File: src/rtl/hog_pkg.sv
// rtl/hog_pkg.sv - shared encodings and constants for the HOG read DMA
package hog_pkg;

    typedef enum logic [1:0] {
        ST_IDLE = 2'd0,
        ST_AR   = 2'd1,
        ST_DATA = 2'd2,
        ST_DONE = 2'd3
    } state_e;

    localparam logic [1:0]  AXI_BURST_INCR = 2'b01;
    localparam logic [1:0]  AXI_RESP_OKAY  = 2'b00;
    localparam int unsigned BOUNDARY_4K    = 4096;

endpackage

File: src/rtl/hog_burst_calc.sv
// rtl/hog_burst_calc.sv - beats for the next burst: min(remaining, max burst, beats to 4 KB page end)
module hog_burst_calc
    import hog_pkg::*;
#(
    parameter int AXI_DW    = 64,
    parameter int MAX_BURST = 16
) (
    input  logic [11:0] addr,
    input  logic [31:0] beats_left,
    output logic [8:0]  burst
);

    localparam int SZ = $clog2(AXI_DW / 8);

    logic [12:0] to_boundary;
    logic [31:0] cap;

    always_comb begin
        // addr is beat aligned, so the page remainder divides exactly
        to_boundary = 13'(BOUNDARY_4K) - {1'b0, addr};
        cap = 32'(to_boundary >> SZ);
        if (cap > 32'(MAX_BURST)) begin
            cap = 32'(MAX_BURST);
        end
        if (beats_left < cap) begin
            cap = beats_left;
        end
    end

    assign burst = 9'(cap);

endmodule

File: src/rtl/hog_rd_dma.sv
// rtl/hog_rd_dma.sv - AXI4 read master streaming a DDR region onto AXI-Stream in page-safe bursts
module hog_rd_dma
    import hog_pkg::*;
#(
    parameter int AXI_AW    = 32,
    parameter int AXI_DW    = 64,
    parameter int MAX_BURST = 16
) (
    input  logic              aclk,
    input  logic              arest_n,
    input  logic              start,
    input  logic              stop,
    input  logic [AXI_AW-1:0] src_addr,
    input  logic [31:0]       byte_len,
    output logic [AXI_AW-1:0] m_axi_araddr,
    output logic [7:0]        m_axi_arlen,
    output logic [2:0]        m_axi_arsize,
    output logic [1:0]        m_axi_arburst,
    output logic              m_axi_arvalid,
    input  logic              m_axi_arready,
    input  logic [AXI_DW-1:0] m_axi_rdata,
    input  logic [1:0]        m_axi_rresp,
    input  logic              m_axi_rlast,
    input  logic              m_axi_rvalid,
    output logic              m_axi_rready,
    output logic [AXI_DW-1:0] m_axis_tdata,
    output logic              m_axis_tvalid,
    output logic              m_axis_tlast,
    input  logic              m_axis_tready,
    output logic              done,
    output logic              busy,
    output logic              err,
    output logic [3:0]        status
);

    localparam int SZ = $clog2(AXI_DW / 8);
    localparam logic [AXI_AW-1:0] ALIGN_MASK = ~(AXI_AW'((1 << SZ) - 1));

    state_e            state_q, state_d;
    logic [AXI_AW-1:0] addr_q, addr_d;
    logic [31:0]       beats_left_q, beats_left_d;
    logic              err_q, err_d;

    logic [8:0]        burst;
    logic [31:0]       start_beats;
    logic              in_data;
    logic              r_hs;

    hog_burst_calc #(
        .AXI_DW    (AXI_DW),
        .MAX_BURST (MAX_BURST)
    ) u_burst_calc (
        .addr       (addr_q[11:0]),
        .beats_left (beats_left_q),
        .burst      (burst)
    );

    assign start_beats = byte_len >> SZ;
    assign in_data     = (state_q == ST_DATA);
    assign r_hs        = in_data & m_axi_rvalid & m_axis_tready;

    always_comb begin
        state_d      = state_q;
        addr_d       = addr_q;
        beats_left_d = beats_left_q;
        err_d        = err_q;
        case (state_q)
            ST_IDLE: begin
                if (start) begin
                    addr_d       = src_addr & ALIGN_MASK;
                    beats_left_d = start_beats;
                    err_d        = 1'b0;
                    state_d      = (start_beats == 32'd0) ? ST_DONE : ST_AR;
                end
            end
            ST_AR: begin
                // stop is only honoured at a burst end; arvalid cannot be withdrawn
                if (m_axi_arready) begin
                    addr_d       = addr_q + (AXI_AW'(burst) << SZ);
                    beats_left_d = beats_left_q - 32'(burst);
                    state_d      = ST_DATA;
                end
            end
            ST_DATA: begin
                if (r_hs) begin
                    if (m_axi_rresp != AXI_RESP_OKAY) begin
                        err_d = 1'b1;
                    end
                    if (m_axi_rlast) begin
                        state_d = ((beats_left_q == 32'd0) || stop) ? ST_DONE : ST_AR;
                    end
                end
            end
            ST_DONE: begin
                state_d = ST_IDLE;
            end
            default: begin
                state_d = ST_IDLE;
            end
        endcase
    end

    always_ff @(posedge aclk or negedge arest_n) begin
        if (!arest_n) begin
            state_q      <= ST_IDLE;
            addr_q       <= '0;
            beats_left_q <= '0;
            err_q        <= 1'b0;
        end else begin
            state_q      <= state_d;
            addr_q       <= addr_d;
            beats_left_q <= beats_left_d;
            err_q        <= err_d;
        end
    end

    assign m_axi_araddr  = addr_q;
    assign m_axi_arlen   = (state_q == ST_AR) ? 8'(burst - 9'd1) : 8'd0;
    assign m_axi_arsize  = 3'(SZ);
    assign m_axi_arburst = AXI_BURST_INCR;
    assign m_axi_arvalid = (state_q == ST_AR);

    // R to stream is a pure pass-through so tready backpressure reaches rready in the same cycle
    assign m_axi_rready  = in_data & m_axis_tready;
    assign m_axis_tvalid = in_data & m_axi_rvalid;
    assign m_axis_tdata  = in_data ? m_axi_rdata : '0;
    assign m_axis_tlast  = in_data & m_axi_rvalid & m_axi_rlast & (beats_left_q == 32'd0);

    assign done   = (state_q == ST_DONE);
    assign busy   = (state_q != ST_IDLE);
    assign err    = err_q;
    assign status = {state_d, state_q};

endmodule

File: config.mk
export PLATFORM = sky130hd
export DESIGN_NAME = hog_rd_dma
export DESIGN_NICKNAME = d
export VERILOG_FILES = /design/src/rtl/hog_pkg.sv /design/src/rtl/hog_burst_calc.sv /design/src/rtl/hog_rd_dma.sv
export SDC_FILE = /design/constraint.sdc
export NUM_CORES = 1
export LEC_CHECK = 0
export CORE_AREA = 4 4 113 115
export CTS_CLUSTER_SIZE = 20
export DETAILED_ROUTE_END_ITERATION = 10
export DIE_AREA = 0 0 117 119
export DONT_BUFFER_PORTS = 1
export PLACE_DENSITY = 0.65
export SLEW_MARGIN = 20
export SYNTH_ARGS = -nofsm -noshare
export SYNTH_HDL_FRONTEND = slang
export SYNTH_SLANG_ARGS = --single-unit
File: constraint.sdc
create_clock -name aclk -period 18.2 [get_ports aclk]
set_input_delay 3.64 -clock aclk [delete_from_list [all_inputs] [get_ports aclk]]
set_output_delay 3.64 -clock aclk [all_outputs]
set_load 0.03 [all_outputs]
==> results of run 1 <==
synthesized netlist by cell type, types with 22 or more instances:
master	number	area (um^2)
nand2_1	68	255
inv_1	22	82.6
nor3_1	23	115
nand3_1	43	215
nor2_1	60	225
and2_1	75	469
o21ai_0	26	130
ha_1	23	288
a21oi_1	45	225
clkbuf_1	42	158
dfrtp_1	64	1600
per-stage QoR:
step                      hold WS (ns)  cells  power (uW)  util, %  setup slack [ns]
after floorplan                  0.481    782         828        -              9.81
after global placement           0.499    882         944     50.2              9.33
after detailed placement         0.516    882         962     50.2              9.28
after CTS                        0.523    897        1160     53.0              8.97
after global routing             0.539    897        1240     53.0              8.60
final                            0.521    897        1160     53.0              8.94
registers in the layout (all words and copies together) (netlist names):
name and cells:
m_axi_araddr 29, state_q 2, err 1, beats_left_q 32
worst paths after layout:
check	startpoint	end	slack [ns]	cells after the start
min	beats_left_q[29]$_DFFE_PN0P_	beats_left_q[29]$_DFFE_PN0P_	0.52	1
min reg2reg	beats_left_q[29]$_DFFE_PN0P_	beats_left_q[29]$_DFFE_PN0P_	0.52	1
max	m_axi_araddr[3]$_DFFE_PN0P_	m_axi_arlen[6]	8.94	15
min in group asynchronous	arest_n	m_axi_araddr[25]$_DFFE_PN0P_	2.99	0
max reg2reg	m_axi_araddr[3]$_DFFE_PN0P_	beats_left_q[26]$_DFFE_PN0P_	11.10	19
max in group asynchronous	arest_n	beats_left_q[1]$_DFFE_PN0P_	15.10	0
layer usage:
layer	share of wire [%]	vias to the layer above
li1	-	2744
met1	42	2866
met2	45	264
met3	10	46
met4	2.8	0
met5	0	-
logic make-up (layout without fill, tap and decap cells):
logic type                 Yosys count  count (layout)  synth area share (%)
muxes                                7               7                  1.25
AOI/OAI and AO/OA                  205             205                  24.1
xor gates and xnor gates            15              15                  2.23
other                                2              13                 0.127
buffers and inverters               81              49                  5.97
and+or+nand+nor                    371             371                  33.5
DFF                                 64              64                  27.2
adders and majority gates           26              26                  5.57
critical path: stages, from the launching register on:
cell	delay [ns]
dfrtp_1	0.78
inv_1	0.18
ha_1	0.32
or4_4	0.57
a21boi_4	0.26
o21ai_2	0.17
ha_1	0.34
a211o_1	0.28
nor4_1	0.39
o211ai_1	0.22
a21oi_2	0.48
mux2_2	0.44
nand4b_1	0.21
nor2_1	0.08
xnor2_1	0.13
nor2_1	0.44
power groups by stage:
stage / clock network [uW] / registers (uW) / logic [uW]
global route: 201 / 406 / 636
detailed placement: 0 / 392 / 571
floorplan: 0 / 342 / 486
finish: 191 / 391 / 577
CTS: 194 / 390 / 573
global placement: 0 / 387 / 557
final cells by class:
class | count | area [um^2] | share of cell area [%]
clock buffers | 12 | 256 | 4.10
flip-flops and latches | 64 | 1600 | 25.6
well taps | 147 | 184 | 2.94
inverters | 25 | 93.8 | 1.50
multi-input cells | 637 | 3990 | 63.7
repair buffers | 9 | 67.6 | 1.08
clock inverters | 3 | 65.1 | 1.04
cells in the final DEF (no fill, tap or decap), types with 4 or more instances in the layout:
cell type	count
o41ai_1	4
o21a_1	5
xor2_1	6
o21ai_0	26
o21ai_1	6
nand2_1	68
inv_1	22
nand2b_1	10
o311ai_1	6
xnor2_1	9
a211oi_1	8
nor3b_1	4
o31ai_1	4
a31oi_1	10
nor2b_1	8
nor2_1	59
a21o_1	8
mux2i_1	4
nor3_1	23
o22ai_1	16
nand3_1	43
buf_4	9
ha_1	23
nor4_1	16
dfrtp_1	64
conb_1	13
a211o_1	4
and3_1	18
o211ai_1	14
a22oi_1	7
a21oi_1	45
or3_1	18
and2_1	75
nand4_1	7
clkbuf_16	9
==> impl_metrics.ini, run 1 <==
[outcome]
status = finished, final reports clean

[worst_setup_path]
cp_max_fo = 13
crit_arrival_ns = 5.62
start_kind = flop
crit_required_ns = 14.56
critPathKind = flop to primary output
end_kind = primary output

[power_and_ir_drop]
clockPowerShare_pct = 16.5
p_leak_uw = 0.00255
power_density_mw_per_mm2 = 185
p_int_uw = 527
ir_drop_mv = 0.176
p_switching_uw = 632
p_sw_share_pct = 54.5
p_comb_share_pct = 49.8
sequentialPowerShare_pct = 33.8

[floorplan]
num_rows = 40
io_pins = 258
initial_core_util_pct = 49.9
core-area_mm2 = 0.0118
die_y_um = 119
die_x_um = 117
dieArea_mm2 = 0.0139

[worst_hold_path]
min_path_type = flop to flop

[route]
final_antenna_net_count = 0
drt_iter0_drc = 547
wire_per_inst_um = 22.7
vias = 5920
dr.pass1.iters = 5
vias_per_cell = 6.60
wl_um = 20300
drc = 0

[placed_design]
io_buffers = 0
dpl_cell_area_mm2 = 0.00593
place.gp.congestion = 0.934
hpwl_um = 15100

[global_route]
overflow = 0
grt_pass1_vias = 5715
busiest_layer = met2
grt_max_degree = 67
use_met2_pct = 41.6
met3_usage_pct = 10.8
antenna_found_initial = 0
grt_usage_pct = 28.7
use_met1_pct = 38.8
grt_pass1_wl_um = 31300

[yosys]
synth_ff_type = dfrtp_1
syn_avg_cell_area_um2 = 7.64
synth.distinct_cells = 80
synth-seq-cells = 64
synth_area_mm2 = 0.00589
ys_warn_count = 0
synth-edff-count = 0
ys_seq_area_share_pct = 27.2
synth_cells = 771
ys_async_sr_fraction_pct = 100

[clock_network]
htree_levels = 3
postCtsHoldBufs = 0
postCtsSetupRepairBufs = 0
clkSinkCount = 64
clockRootBuffer = clkbuf_16
cts_made_buffers = 9
cts_max_path_buffers = 2
path_clk_slew_ns = 0.06
cts_resized = 0
clk_latency_ns = 0.34
tritoncts = done

[sta]
setup-tns-final_ns = 0
clock.fmax_mhz = 108
fin_skew_ns = 0.00584
drv_slew = 0
tightest_slew_ns = 0.963
rsz0062_at_grt = false
fin_crit_ns = 9.26
slew_headroom_pct = 35.2
final_hold_viol_count = 0
fin_crit_sh_pct = 50.9
setup_viol = 0

[cells_and_area]
diodes = 0
area_growth_pct = 6.18
drive_above_1_share_pct = 6.13
fillCellCount = 1131
fin_nets = 908
fin_area_mm2 = 0.00625

[job]
cap_violations = 0
(Power assumes the default switching activity.)
==> run 2, diff against run 1 <==
- ABC_AREA: unset -> 1
- CORE_AREA: 4 4 113 115 -> 4 4 123 125
- DIE_AREA: 0 0 117 119 -> 0 0 127 129
- clock period: 18.2 -> 9.5 ns (I/O delays scaled with it)
==> run 2 against run 1 <==
Against the previous run:
- utilization is 0.65 points higher
- critical path depth is 15 higher
- final area is 19% higher
- critical endpoint is now m_axi_arlen[7]
- register-to-register slack worse by 7.5 ns
- largest cell class unchanged
- clock power is 100% higher
==> impl_metrics.ini, run 2 <==
[clock_network]
path_clk_slew_ns = 0.06
cts_resized = 0
postCtsSetupRepairBufs = 0
tritoncts = done
clkSinkCount = 64
clockRootBuffer = clkbuf_16
htree_levels = 3
clk_latency_ns = 0.36
cts_made_buffers = 9
cts_max_path_buffers = 2
postCtsHoldBufs = 0

[placed_design]
dpl_cell_area_mm2 = 0.00710
place.gp.congestion = 0.952
hpwl_um = 18700
io_buffers = 0
dp_cells = 1339

[sta]
fin_crit_sh_pct = 72.2
fin_skew_ns = 0.0104
fin_crit_ns = 6.86
setup_viol = 0
rsz0062_at_grt = false
slew_headroom_pct = 35.8
final_hold_viol_count = 0
drv_slew = 0
tightest_slew_ns = 0.961
setup-tns-final_ns = 0
holdWs_ns = 0.523
clock.fmax_mhz = 146

[floorplan]
die_x_um = 127
dieArea_mm2 = 0.0164
num_rows = 43
initial_core_util_pct = 50.5
core-area_mm2 = 0.0139
die_y_um = 129
io_pins = 258

[yosys]
synth_area_mm2 = 0.00700
synth-seq-cells = 64
syn_avg_cell_area_um2 = 5.90
synth_ff_type = dfrtp_1
synthTopCellsByArea = dfrtp_1, nand2_1, inv_1
synth-edff-count = 0
ys_warn_count = 0
yosys.cell_count.top_type = nand2_1
yosysTopAreaCell = dfrtp_1
post-synth-top-area-fraction_pct = 22.9
synthTopCellsByCount = nand2_1, inv_1, nor2_1
ys_seq_area_share_pct = 22.9
synth.distinct_cells = 52
ys_async_sr_fraction_pct = 100
synth_cells = 1187

[worst_setup_path]
start_kind = flop
max_stage_delay_ns = 0.61
crit_top_cell = nand2_1
crit_required_ns = 7.60
critPathSlowestCell = dfrtp_1
cp_max_fo = 27
critPathKind = flop to primary output
end_kind = primary output
crit_arrival_ns = 4.96

[global_route]
grt_max_degree = 67
antenna_found_initial = 1
overflow = 0
grt_pass1_vias = 6513
grt_usage_pct = 27.7
grt_pass1_wl_um = 35300

[outcome]
status = finished, final reports clean

[route]
vias_per_cell = 5.36
vias = 7264
wire_per_inst_um = 17.3
dr.pass1.iters = 5
drt_iter0_drc = 479
drc = 0
wl_um = 23400
final_antenna_net_count = 0

[cells_and_area]
fin_area_mm2 = 0.00744
seqCellArea_mm2 = 0.00160
area_growth_pct = 6.25
largest_reg_flops = 32
final_cell_mix = nand2_1, inv_1, nor2_1
layout_commonest_cell = nand2_1
top_register = beats_left_q
final_cells = 1356
fillCellCount = 1440
drive_above_1_share_pct = 8.09
multi_input_area_mm2 = 0.00438
fin_nets = 1332

[power_and_ir_drop]
ir_drop_mv = 0.276
power_density_mw_per_mm2 = 360
p_leak_uw = 0.00400

[worst_hold_path]
min_path_type = flop to flop

[job]
cap_violations = 0
[run 2: cell count changes after synthesis, moves of 16 or more]
cell / before / now
nand3_1: 43 / 89
and2_1: 75 / 1
and3_1: 18 / 2
nand2_2: 0 / 19
nand2_1: 68 / 298
nor2_1: 60 / 162
o21ai_0: 26 / 63
or3_1: 18 / 0
a21oi_1: 45 / 21
inv_1: 22 / 219
nand4_1: 7 / 31
clkbuf_1: 42 / 25
[run 2: area by class of cell]
cell class,instances,area share [%]
antenna,1,0.0336
clock buffer,12,3.58
clock inverter,4,1.01
inverter,228,11.5
multi-input combinational,863,58.9
sequential,64,21.5
tap,180,3.03
timing repair buffer,4,0.404
[run 2: worst paths after layout]
kind | start | to | slack, ns | cells after the start
max in group asynchronous | arest_n | beats_left_q[3]$_DFFE_PN0P_ | 8.12 | 0
worst min register to register | beats_left_q[22]$_DFFE_PN0P_ | beats_left_q[22]$_DFFE_PN0P_ | 0.52 | 2
worst max register to register | m_axi_araddr[3]$_DFFE_PN0P_ | m_axi_araddr[19]$_DFFE_PN0P_ | 3.60 | 33
worst min-delay path | beats_left_q[22]$_DFFE_PN0P_ | beats_left_q[22]$_DFFE_PN0P_ | 0.52 | 2
worst max-delay path | m_axi_araddr[3]$_DFFE_PN0P_ | m_axi_arlen[7] | 2.64 | 30
min in group asynchronous | arest_n | m_axi_araddr[25]$_DFFE_PN0P_ | 1.24 | 0
[run 2: metrics by stage]
stage	utilization [%]	total power (uW)	setup WS [ns]
2_1_floorplan	-	1930	3.77
3_3_place_gp	51.1	2260	3.07
3_5_place_dp	51.1	2280	3.02
4_1_cts	53.6	2680	2.63
5_1_grt	53.6	2900	2.25
6_report	53.6	2680	2.64
[run 2: worst max-delay path: cells and delay by family (launching register included)]
family / cells / cell delay, ns
compound gates: 2 / 0.22
simple gates: 22 / 2.71
flops: 1 / 0.61
buf+inv: 4 / 0.43
fa+ha+maj: 2 / 0.63
[run 2: cells by family (layout without fill, tap and decap cells)]
logic type | after synthesis | after routing | share of synthesized area, %
AOI/OAI and AO/OA | 134 | 134 | 11.6
and+or+nand+nor | 676 | 676 | 43.8
adders and majority gates | 24 | 24 | 4.40
buffers and inverters | 271 | 248 | 15.3
DFF | 64 | 64 | 22.9
xor gates and xnor gates | 16 | 16 | 2.00
other | 2 | 14 | 0.107
[run 2: layer usage]
metal  up-vias  GRT usage (%)  part of all wire [%]
li1       3693              -                     -
met1      3293           36.3                    43
met2       256           44.6                    46
met3        22           8.05                   8.5
met4         0           7.95                   2.0
met5         -              0                     0
[run 2: report_power, final]
group | internal (uW) | switching [uW]
combinational | 427 | 1110
sequential | 403 | 346
clock | 251 | 138
==> run 3, diff against run 2 <==
- ABC_AREA: 1 -> 0
- CORE_AREA: 4 4 123 125 -> 4 4 113 115
- DIE_AREA: 0 0 127 129 -> 0 0 117 119
- clock period: 9.5 -> 6.4 ns (I/O delays scaled with it)
==> run 3 against run 2 <==
Against the previous run:
- clock skew shrank 0.0018 ns
- critical endpoint is now m_axi_arlen[5]
- sequential share of layout area is 3.1 points higher
- routed wire length fell by 14%
- die area down 15%
- global-route usage increased by 0.65 points
- critical path depth down 13
- highest routed layer unchanged
- via count is 15% lower
- count of clock-buffer cells in the layout shrank 1
- register-to-register slack got worse by 3.3 ns
- sequential power up 35%
- largest power group unchanged
==> impl_metrics.ini, run 3 (synthesized netlist as in run 1, its figures left out) <==
[worst_setup_path]
crit_arrival_ns = 4.95
crit_top_cell = buf_4
end_kind = primary output
crit_path_cell_trace = or4_4, or4_4, a21boi_4, o21ai_4, ha_1, a211o_1, nor2_1, a2111oi_0, or3_1, a21oi_4, buf_4, mux2_2, nand4b_1, buf_4, xor2_1, nor2_1, buf_4
reg2reg_slack_ns = 0.27
cp_max_fo = 7
critPathSlowestCell = or4_4
start_kind = flop
max_stage_delay_ns = 0.57
critPathKind = flop to primary output
crit_required_ns = 5.12

[power_and_ir_drop]
p_leak_uw = 0.00269
sequentialPowerShare_pct = 30.6
power.total_uw = 3300
ir_drop_mv = 0.599
p_sw_share_pct = 55.4
clockPowerShare_pct = 13.9
p_comb_share_pct = 55.5
p_int_uw = 1470
p_switching_uw = 1830
power_density_mw_per_mm2 = 506

[route]
vias_per_cell = 6.65
drc = 0
wire_per_inst_um = 21.7
wl_um = 20200
drt_iter0_drc = 504
final_antenna_net_count = 0
dr.pass1.iters = 5
vias = 6196

[job]
cap_violations = 0

[cells_and_area]
layout_commonest_cell = and2_1
drive_above_1_share_pct = 11.7
final_util_pct = 55.1
fin_area_mm2 = 0.00651
fin_nets = 942
area_growth_pct = 10.6
diodes = 0
largest_reg_flops = 32
final_cell_mix = and2_1, nand2_1, dfrtp_1
top_register = beats_left_q

[clock_network]
cts_max_path_buffers = 2
cts_made_buffers = 9
postCtsHoldBufs = 0
clk_latency_ns = 0.34
clkSinkCount = 64
htree_levels = 3
tritoncts = done
path_clk_slew_ns = 0.06
clockRootBuffer = clkbuf_16

[floorplan]
io_pins = 258
initial_core_util_pct = 49.9
die_y_um = 119
die_x_um = 117
dieArea_mm2 = 0.0139
core-area_mm2 = 0.0118
num_rows = 40

[placed_design]
dpl_cell_area_mm2 = 0.00611
place_ws_ns = -0.104
hpwl_um = 15000
place.gp.congestion = 0.889
io_buffers = 0

[outcome]
status = finished, final reports clean

[sta]
drv_slew = 0
clock.fmax_mhz = 160
setup_ws_ns = 0.167
fin_skew_ns = 0.00860
final_hold_viol_count = 0
slew_headroom_pct = 37.9
setup_viol = 0
fin_crit_ns = 6.23
tightest_slew_ns = 0.930
fin_crit_sh_pct = 97.4

[global_route]
grt_pass1_wl_um = 31400
grt_max_degree = 67
grt_pass1_vias = 5908
overflow = 0
antenna_found_initial = 0
grt_usage_pct = 28.3

[worst_hold_path]
min_path_type = flop to flop
run 3: cell count changes in the layout (fill, tap and decap cells not counted), sizes merged, moves of 10 or more:
cell	before	now
nand4	31	7
inv	226	24
and2	1	75
buf	4	43
nand3	99	43
nand2	321	68
and3	2	18
or3	0	18
a21oi	25	47
nand2b	0	11
o22ai	6	16
o21ai	76	35
nor2	171	60
run 3: final cells by class:
| cell class | instances | area (um^2) |
|---|---|---|
| multi-input combinational | 637 | 4040 |
| fill | 1119 | 5300 |
| clock inverter | 5 | 33.8 |
| inverter | 25 | 93.8 |
| clock buffer | 11 | 233 |
| timing repair buffer | 43 | 323 |
| sequential | 64 | 1600 |
| tap | 147 | 184 |
run 3: layer usage:
layer / vias up / share of wire, % / GRT usage, %
li1: 2826 / - / -
met1: 3024 / 41 / 38.0
met2: 311 / 49 / 45.6
met3: 35 / 8.1 / 5.08
met4: 0 / 2.4 / 9.82
met5: - / 0 / 0
run 3: metrics by stage:
step                      std cells  hold WS [ns]   TNS, ns
final                           932         0.523         0
after floorplan                 782         0.481         0
after CTS                       921         0.515         0
after detailed placement        905         0.507    -0.170
after global placement          905         0.498         0
after global routing            932         0.570  -0.00236
run 3: repair_timing:
item | in CTS | in global routing
resized for setup | 2 | 15
endpoints found under the hold margin | 0 | 0
buffers inserted | 0 | 11
pin swaps | 1 | 4
endpoints found under the setup margin | 7 | 34
run 3: worst max-delay path, delay by kind of cell (launching register included):
kind / cells / cell delay [ns]
simple gates: 6 / 1.76
compound gates: 5 / 1.03
buf+inv: 3 / 0.53
flops: 1 / 0.45
mux: 1 / 0.37
fa+ha+maj: 1 / 0.32
xor+xnor: 1 / 0.14
run 3: power groups by stage:
stage	clock network (uW)	registers (uW)	logic (uW)
final	458	1010	1830
after detailed placement	0	1010	1780
after CTS	465	1000	1790
after global routing	484	1040	2010
after floorplan	0	973	1380
after global placement	0	1000	1750
run 3: path summary, 6_finish.rpt:
check                                              from                            to  depth (start not counted)
hold / removal             beats_left_q[29]$_DFFE_PN0P_  beats_left_q[29]$_DFFE_PN0P_                          1
setup / recovery            m_axi_araddr[4]$_DFFE_PN0P_                m_axi_arlen[5]                         17
setup reg to reg            m_axi_araddr[4]$_DFFE_PN0P_  m_axi_araddr[22]$_DFFE_PN0P_                         23
min in group asynchronous                       arest_n  m_axi_araddr[20]$_DFFE_PN0P_                          0
max in group asynchronous                       arest_n   beats_left_q[6]$_DFFE_PN0P_                          0
hold reg to reg            beats_left_q[29]$_DFFE_PN0P_  beats_left_q[29]$_DFFE_PN0P_                          1
